### config.mk
export PLATFORM = sky130hd
export DESIGN_NAME = systolic_mac_array
export DESIGN_NICKNAME = d
export VERILOG_FILES = /design/src/rtl/matmul_pkg.sv /design/src/rtl/systolic_pe.sv /design/src/rtl/systolic_mac_array.sv
export SDC_FILE = /design/constraint.sdc
export NUM_CORES = 1
export LEC_CHECK = 0
export CELL_PAD_IN_SITES_DETAIL_PLACEMENT = 1
export CELL_PAD_IN_SITES_GLOBAL_PLACEMENT = 1
export CORE_MARGIN = 2
export CORE_UTILIZATION = 53
export DETAILED_ROUTE_END_ITERATION = 6
export GPL_ROUTABILITY_DRIVEN = 0
export PLACE_DENSITY_LB_ADDON = 0.15
export SYNTH_ARGS = -nofsm -noshare
export SYNTH_HDL_FRONTEND = slang
export SYNTH_HIERARCHICAL = 1
export SYNTH_SLANG_ARGS = --single-unit
### constraint.sdc
create_clock -name clk_i -period 11.3 [get_ports clk_i]
set_input_delay 2.26 -clock clk_i [delete_from_list [all_inputs] [get_ports clk_i]]
set_output_delay 2.26 -clock clk_i [all_outputs]
set_load 0.01 [all_outputs]
### src/rtl/matmul_pkg.sv
// Shared definitions for the matrix-multiply accelerator: sequencer states and
// the sizing / result-indexing helpers used by the systolic array.
package matmul_pkg;

    typedef enum logic [1:0] {
        ST_IDLE = 2'd0,
        ST_RUN  = 2'd1,
        ST_DONE = 2'd2
    } state_e;

    function automatic int max_dim(input int bus_width, input int data_width);
        return bus_width / data_width;
    endfunction

    // A run spans 3*MAX_DIM-2 counts; keep at least one bit for degenerate sizes.
    function automatic int cnt_width(input int dim);
        int span;
        span = 3 * dim - 2;
        return (span > 1) ? $clog2(span) : 1;
    endfunction

    function automatic int elem_idx(input int i, input int j, input int dim);
        return i * dim + j;
    endfunction

endpackage

### src/rtl/systolic_pe.sv
// One processing element: signed MAC with operand forwarding registers,
// wrapping accumulator and a sticky signed-overflow flag.
module systolic_pe #(
    parameter int DATA_WIDTH = 8,
    parameter int BUS_WIDTH  = 16
) (
    input  logic                         clk_i,
    input  logic                         rst_ni,
    input  logic                         en_i,
    input  logic                         clr_i,
    input  logic signed [DATA_WIDTH-1:0] a_i,
    input  logic signed [DATA_WIDTH-1:0] b_i,
    output logic signed [DATA_WIDTH-1:0] a_o,
    output logic signed [DATA_WIDTH-1:0] b_o,
    output logic signed [BUS_WIDTH-1:0]  acc_o,
    output logic                         ovf_o
);

    logic signed [2*DATA_WIDTH-1:0] prod;
    logic signed [BUS_WIDTH-1:0]    addend;
    logic signed [BUS_WIDTH-1:0]    sum;
    logic                           wrap;

    assign prod   = a_i * b_i;
    assign addend = BUS_WIDTH'(prod);
    assign sum    = acc_o + addend;
    // Same-sign addends producing an opposite-sign sum means the add wrapped.
    assign wrap   = (acc_o[BUS_WIDTH-1] == addend[BUS_WIDTH-1]) &&
                    (sum[BUS_WIDTH-1] != acc_o[BUS_WIDTH-1]);

    always_ff @(posedge clk_i or negedge rst_ni) begin
        if (!rst_ni) begin
            a_o   <= '0;
            b_o   <= '0;
            acc_o <= '0;
            ovf_o <= 1'b0;
        end else if (clr_i) begin
            a_o   <= '0;
            b_o   <= '0;
            acc_o <= '0;
            ovf_o <= 1'b0;
        end else if (en_i) begin
            a_o   <= a_i;
            b_o   <= b_i;
            acc_o <= sum;
            if (wrap) ovf_o <= 1'b1;
        end
    end

endmodule

### src/rtl/systolic_mac_array.sv
// MAX_DIM x MAX_DIM output-stationary systolic MAC array plus the run
// sequencer that drives the operand registers' skew counter.
module systolic_mac_array
    import matmul_pkg::*;
#(
    parameter int BUS_WIDTH  = 16,
    parameter int DATA_WIDTH = 8,
    localparam int MAX_DIM   = max_dim(BUS_WIDTH, DATA_WIDTH),
    localparam int CNT_W     = cnt_width(MAX_DIM)
) (
    input  logic                                 clk_i,
    input  logic                                 rst_ni,
    input  logic                                 start_i,
    input  logic [BUS_WIDTH-1:0]                 a_vec_i,
    input  logic [BUS_WIDTH-1:0]                 b_vec_i,
    output logic [CNT_W-1:0]                     counter_o,
    output logic                                 start_bit_o,
    output logic                                 busy_o,
    output logic                                 done_o,
    output logic [MAX_DIM*MAX_DIM*BUS_WIDTH-1:0] res_o,
    output logic [MAX_DIM*MAX_DIM-1:0]           ovf_o
);

    localparam logic [CNT_W-1:0] LAST_CNT = CNT_W'(3 * MAX_DIM - 3);

    state_e           state_q, state_d;
    logic [CNT_W-1:0] cnt_d;
    logic             run;
    logic             clr;

    always_ff @(posedge clk_i or negedge rst_ni) begin
        if (!rst_ni) begin
            state_q   <= ST_IDLE;
            counter_o <= '0;
        end else begin
            state_q   <= state_d;
            counter_o <= cnt_d;
        end
    end

    always_comb begin
        state_d = state_q;
        cnt_d   = counter_o;
        clr     = 1'b0;
        case (state_q)
            ST_IDLE, ST_DONE: begin
                if (start_i) begin
                    state_d = ST_RUN;
                    cnt_d   = '0;
                    clr     = 1'b1;
                end
            end
            ST_RUN: begin
                if (counter_o == LAST_CNT) begin
                    state_d = ST_DONE;
                    cnt_d   = '0;
                end else begin
                    cnt_d = counter_o + 1'b1;
                end
            end
            default: state_d = ST_IDLE;
        endcase
    end

    assign run         = (state_q == ST_RUN);
    assign start_bit_o = run;
    assign busy_o      = run;
    assign done_o      = (state_q == ST_DONE);

    // a flows left-to-right along rows, b flows top-to-bottom along columns.
    logic signed [DATA_WIDTH-1:0] a_w [MAX_DIM][MAX_DIM+1];
    logic signed [DATA_WIDTH-1:0] b_w [MAX_DIM+1][MAX_DIM];
    logic [MAX_DIM-1:0][DATA_WIDTH-1:0] a_spill, b_spill;
    logic unused_spill;

    for (genvar i = 0; i < MAX_DIM; i++) begin : g_edge
        assign a_w[i][0]  = a_vec_i[i*DATA_WIDTH +: DATA_WIDTH];
        assign b_w[0][i]  = b_vec_i[i*DATA_WIDTH +: DATA_WIDTH];
        assign a_spill[i] = a_w[i][MAX_DIM];
        assign b_spill[i] = b_w[MAX_DIM][i];
    end

    assign unused_spill = ^{a_spill, b_spill};

    for (genvar i = 0; i < MAX_DIM; i++) begin : g_row
        for (genvar j = 0; j < MAX_DIM; j++) begin : g_col
            localparam int IDX = elem_idx(i, j, MAX_DIM);
            systolic_pe #(
                .DATA_WIDTH(DATA_WIDTH),
                .BUS_WIDTH (BUS_WIDTH)
            ) u_pe (
                .clk_i (clk_i),
                .rst_ni(rst_ni),
                .en_i  (run),
                .clr_i (clr),
                .a_i   (a_w[i][j]),
                .b_i   (b_w[i][j]),
                .a_o   (a_w[i][j+1]),
                .b_o   (b_w[i+1][j]),
                .acc_o (res_o[IDX*BUS_WIDTH +: BUS_WIDTH]),
                .ovf_o (ovf_o[IDX])
            );
        end
    end

endmodule

==> summary.txt <==
Placement
  – Placed cells: 2360
  – Placed inst area: roughly 0.019 mm^2
  – Buffers added on ports: ~110
  – Dpl hpwl: between 30000 and 40000 um

Worst setup path
  – Largest stage delay, worst path: about 570 ps
  – Setup CP Type: input pin to flip-flop
  – R2r worst-path depth: 24
  – Critical path's slowest cell: clkdlybuf4s50_1
  – Crit end category: flip-flop
  – Max FO, Critical Path: 9
  – CP startpoint kind: input pin
  – Cell count along the critical path: 25
  – CP delay by family, top: adder cells
  – Crit path DAT: 8870 ps
  – Worst Path Buf+Inv: 5
  – Worst Path Required: between 10000 and 15000 ps

Floorplan
  – Core Rows: 65
  – Initial Util: 0.540
  – Die Wd: around 180 um
  – Top-Level Pins: around 110
  – Core box area: approximately 0.032 mm^2
  – DIE HEIGHT: approximately 180 um
  – Die Area: 0.0337 mm^2

Drt
  – DR pass1 iterations: 4
  – Drt total wl: about 41000 um
  – DRC: 0
  – DRT iter0 DRCs: about 480
  – Routed Antenna Nets: 0
  – Drt wl/cell: between 15 and 20 um
  – Vias: 13100
  – Number of vias per cell: approximately 5.5

Timing
  – Final hold viol count: 0
  – Pins Over Slew Limit: 0
  – Post-layout min period: between 8000 and 9000 ps
  – RSZ-0062 raised after global routing: no
  – Setup TNS: 0 ps
  – Final Skew: roughly 12 ps
  – Worst slew pin tran: a little under 900 ps
  – Final setup viols: 0
  – Final worst-path cycle share: 0.758
  – Max transition margin: 0.408
  – Fmax: between 100 and 150 MHz

GRT
  – First-pass GRT wire length: between 70000 and 80000 um
  – Total Routing Usage GR: 0.260
  – Pin count of the biggest net entering global routing: 100
  – Residual overflow from global routing: 0
  – Initial antenna violation count: 0
  – Vias in the first global route: around 15000

CTS
  – Clk slew on worst S/H paths: 80 ps
  – Postcts setup bufs: 0
  – CTS tree: done
  – Worst skew pair latency: ~380 ps
  – Root Driver: clkbuf_16
  – CTS sink cnt: between 100 and 150
  – Inserted Clock Buffers: 9
  – CTS H-Tree Depth: 3
  – Hold buffer count at CTS: 0
  – Clock buffer depth: 2
  – CTS resizes: 0

Final layout
  – Fin nets: 2405
  – Area Growth Syn to Fin: 10.2%
  – Diodes inserted: 0
  – Share of layout cells above drive strength 1: 0.0365
  – Final Util: 0.595
  – Final non-filler cell total: roughly 2400
  – Design area: approximately 0.019 mm^2

Run status
  – Status: finished, final reports clean

Yosys
  – Post-Syn Area per Cell: between 9 and 10 um^2
  – Yosys warnings: 6
  – Post-Syn Area: ~0.017 mm^2
  – Mapped Cells: roughly 1900
  – Syn Nets: roughly 2300

Worst hold path
  – Hold Crit Class: flip-flop to flip-flop
  – Worst hold path cell count: 2

Run
  – Max-Cap Viols: 0
==> cell usage in the layout (no fill, tap or decap), types with 65 or more instances in the layout <==
master,count
a21oi_1,65
and2_1,167
clkdlybuf4s50_1,106
dfrtp_1,104
fa_1,224
ha_1,177
inv_1,373
nand2_1,111
nor2_1,136
xnor2_1,74
==> metrics by stage <==
stage	hold slack, ps	worst slack, ps
6_report	521	2740
3_5_place_dp	500	2410
4_1_cts	527	2730
2_1_floorplan	484	3340
5_1_grt	547	2410
3_3_place_gp	501	2620
==> sequential cells by signal, summed over array words and instances (netlist names) <==
| name | cells |
|---|---|
| g_row.g_col.u_pe/a_o | 16 |
| g_row.g_col.u_pe/ovf_o | 4 |
| counter_o | 2 |
| g_row.g_col.u_pe/b_o | 16 |
| state_q | 2 |
| g_row.g_col.u_pe/acc_o | 64 |
==> per-layer routing <==
layer | global-route usage | vias up | share of wire
met1 | 0.324 | 6708 | 0.43
met4 | 0.0560 | 0 | 0.013
met2 | 0.480 | 160 | 0.53
met3 | 0.0317 | 37 | 0.022
li1 | - | 6186 | -
met5 | 0 | - | 0
==> path summary, 6_finish.rpt <==
path                                                            from                                            to  slack, ps
hold / removal              g_row[1].g_col[0].u_pe/ovf_o$_DFFE_PN0P_      g_row[1].g_col[0].u_pe/ovf_o$_DFFE_PN0P_        520
setup reg to reg           g_row[0].g_col[0].u_pe/b_o[2]$_DFFE_PN0P_  g_row[1].g_col[0].u_pe/acc_o[15]$_DFFE_PN0P_       4670
hold reg to reg             g_row[1].g_col[0].u_pe/ovf_o$_DFFE_PN0P_      g_row[1].g_col[0].u_pe/ovf_o$_DFFE_PN0P_        520
min in group asynchronous                                     rst_ni   g_row[1].g_col[1].u_pe/acc_o[8]$_DFFE_PN0P_       1850
setup / recovery                                         a_vec_i[12]  g_row[1].g_col[0].u_pe/acc_o[15]$_DFFE_PN0P_       2740
max in group asynchronous                                     rst_ni     g_row[0].g_col[0].u_pe/a_o[7]$_DFFE_PN0P_       8180
==> tightest hold or removal path: stages, from the launching register on <==
cell	delay [ps]
dfrtp_1	350
nand2b_1	50
o311ai_0	80
==> final cells by class <==
cell class	count	area, um^2
multi-input cells	1369	12900
clock inverters	6	48.8
clock buffers	10	239
inverters	374	1400
repair buffers	111	1110
well taps	402	503
flip-flops and latches	104	2600
fillers	3676	12800
Power is not shown: default switching activity piles up to over one toggle a cycle in this logic, so the estimate is an artifact.
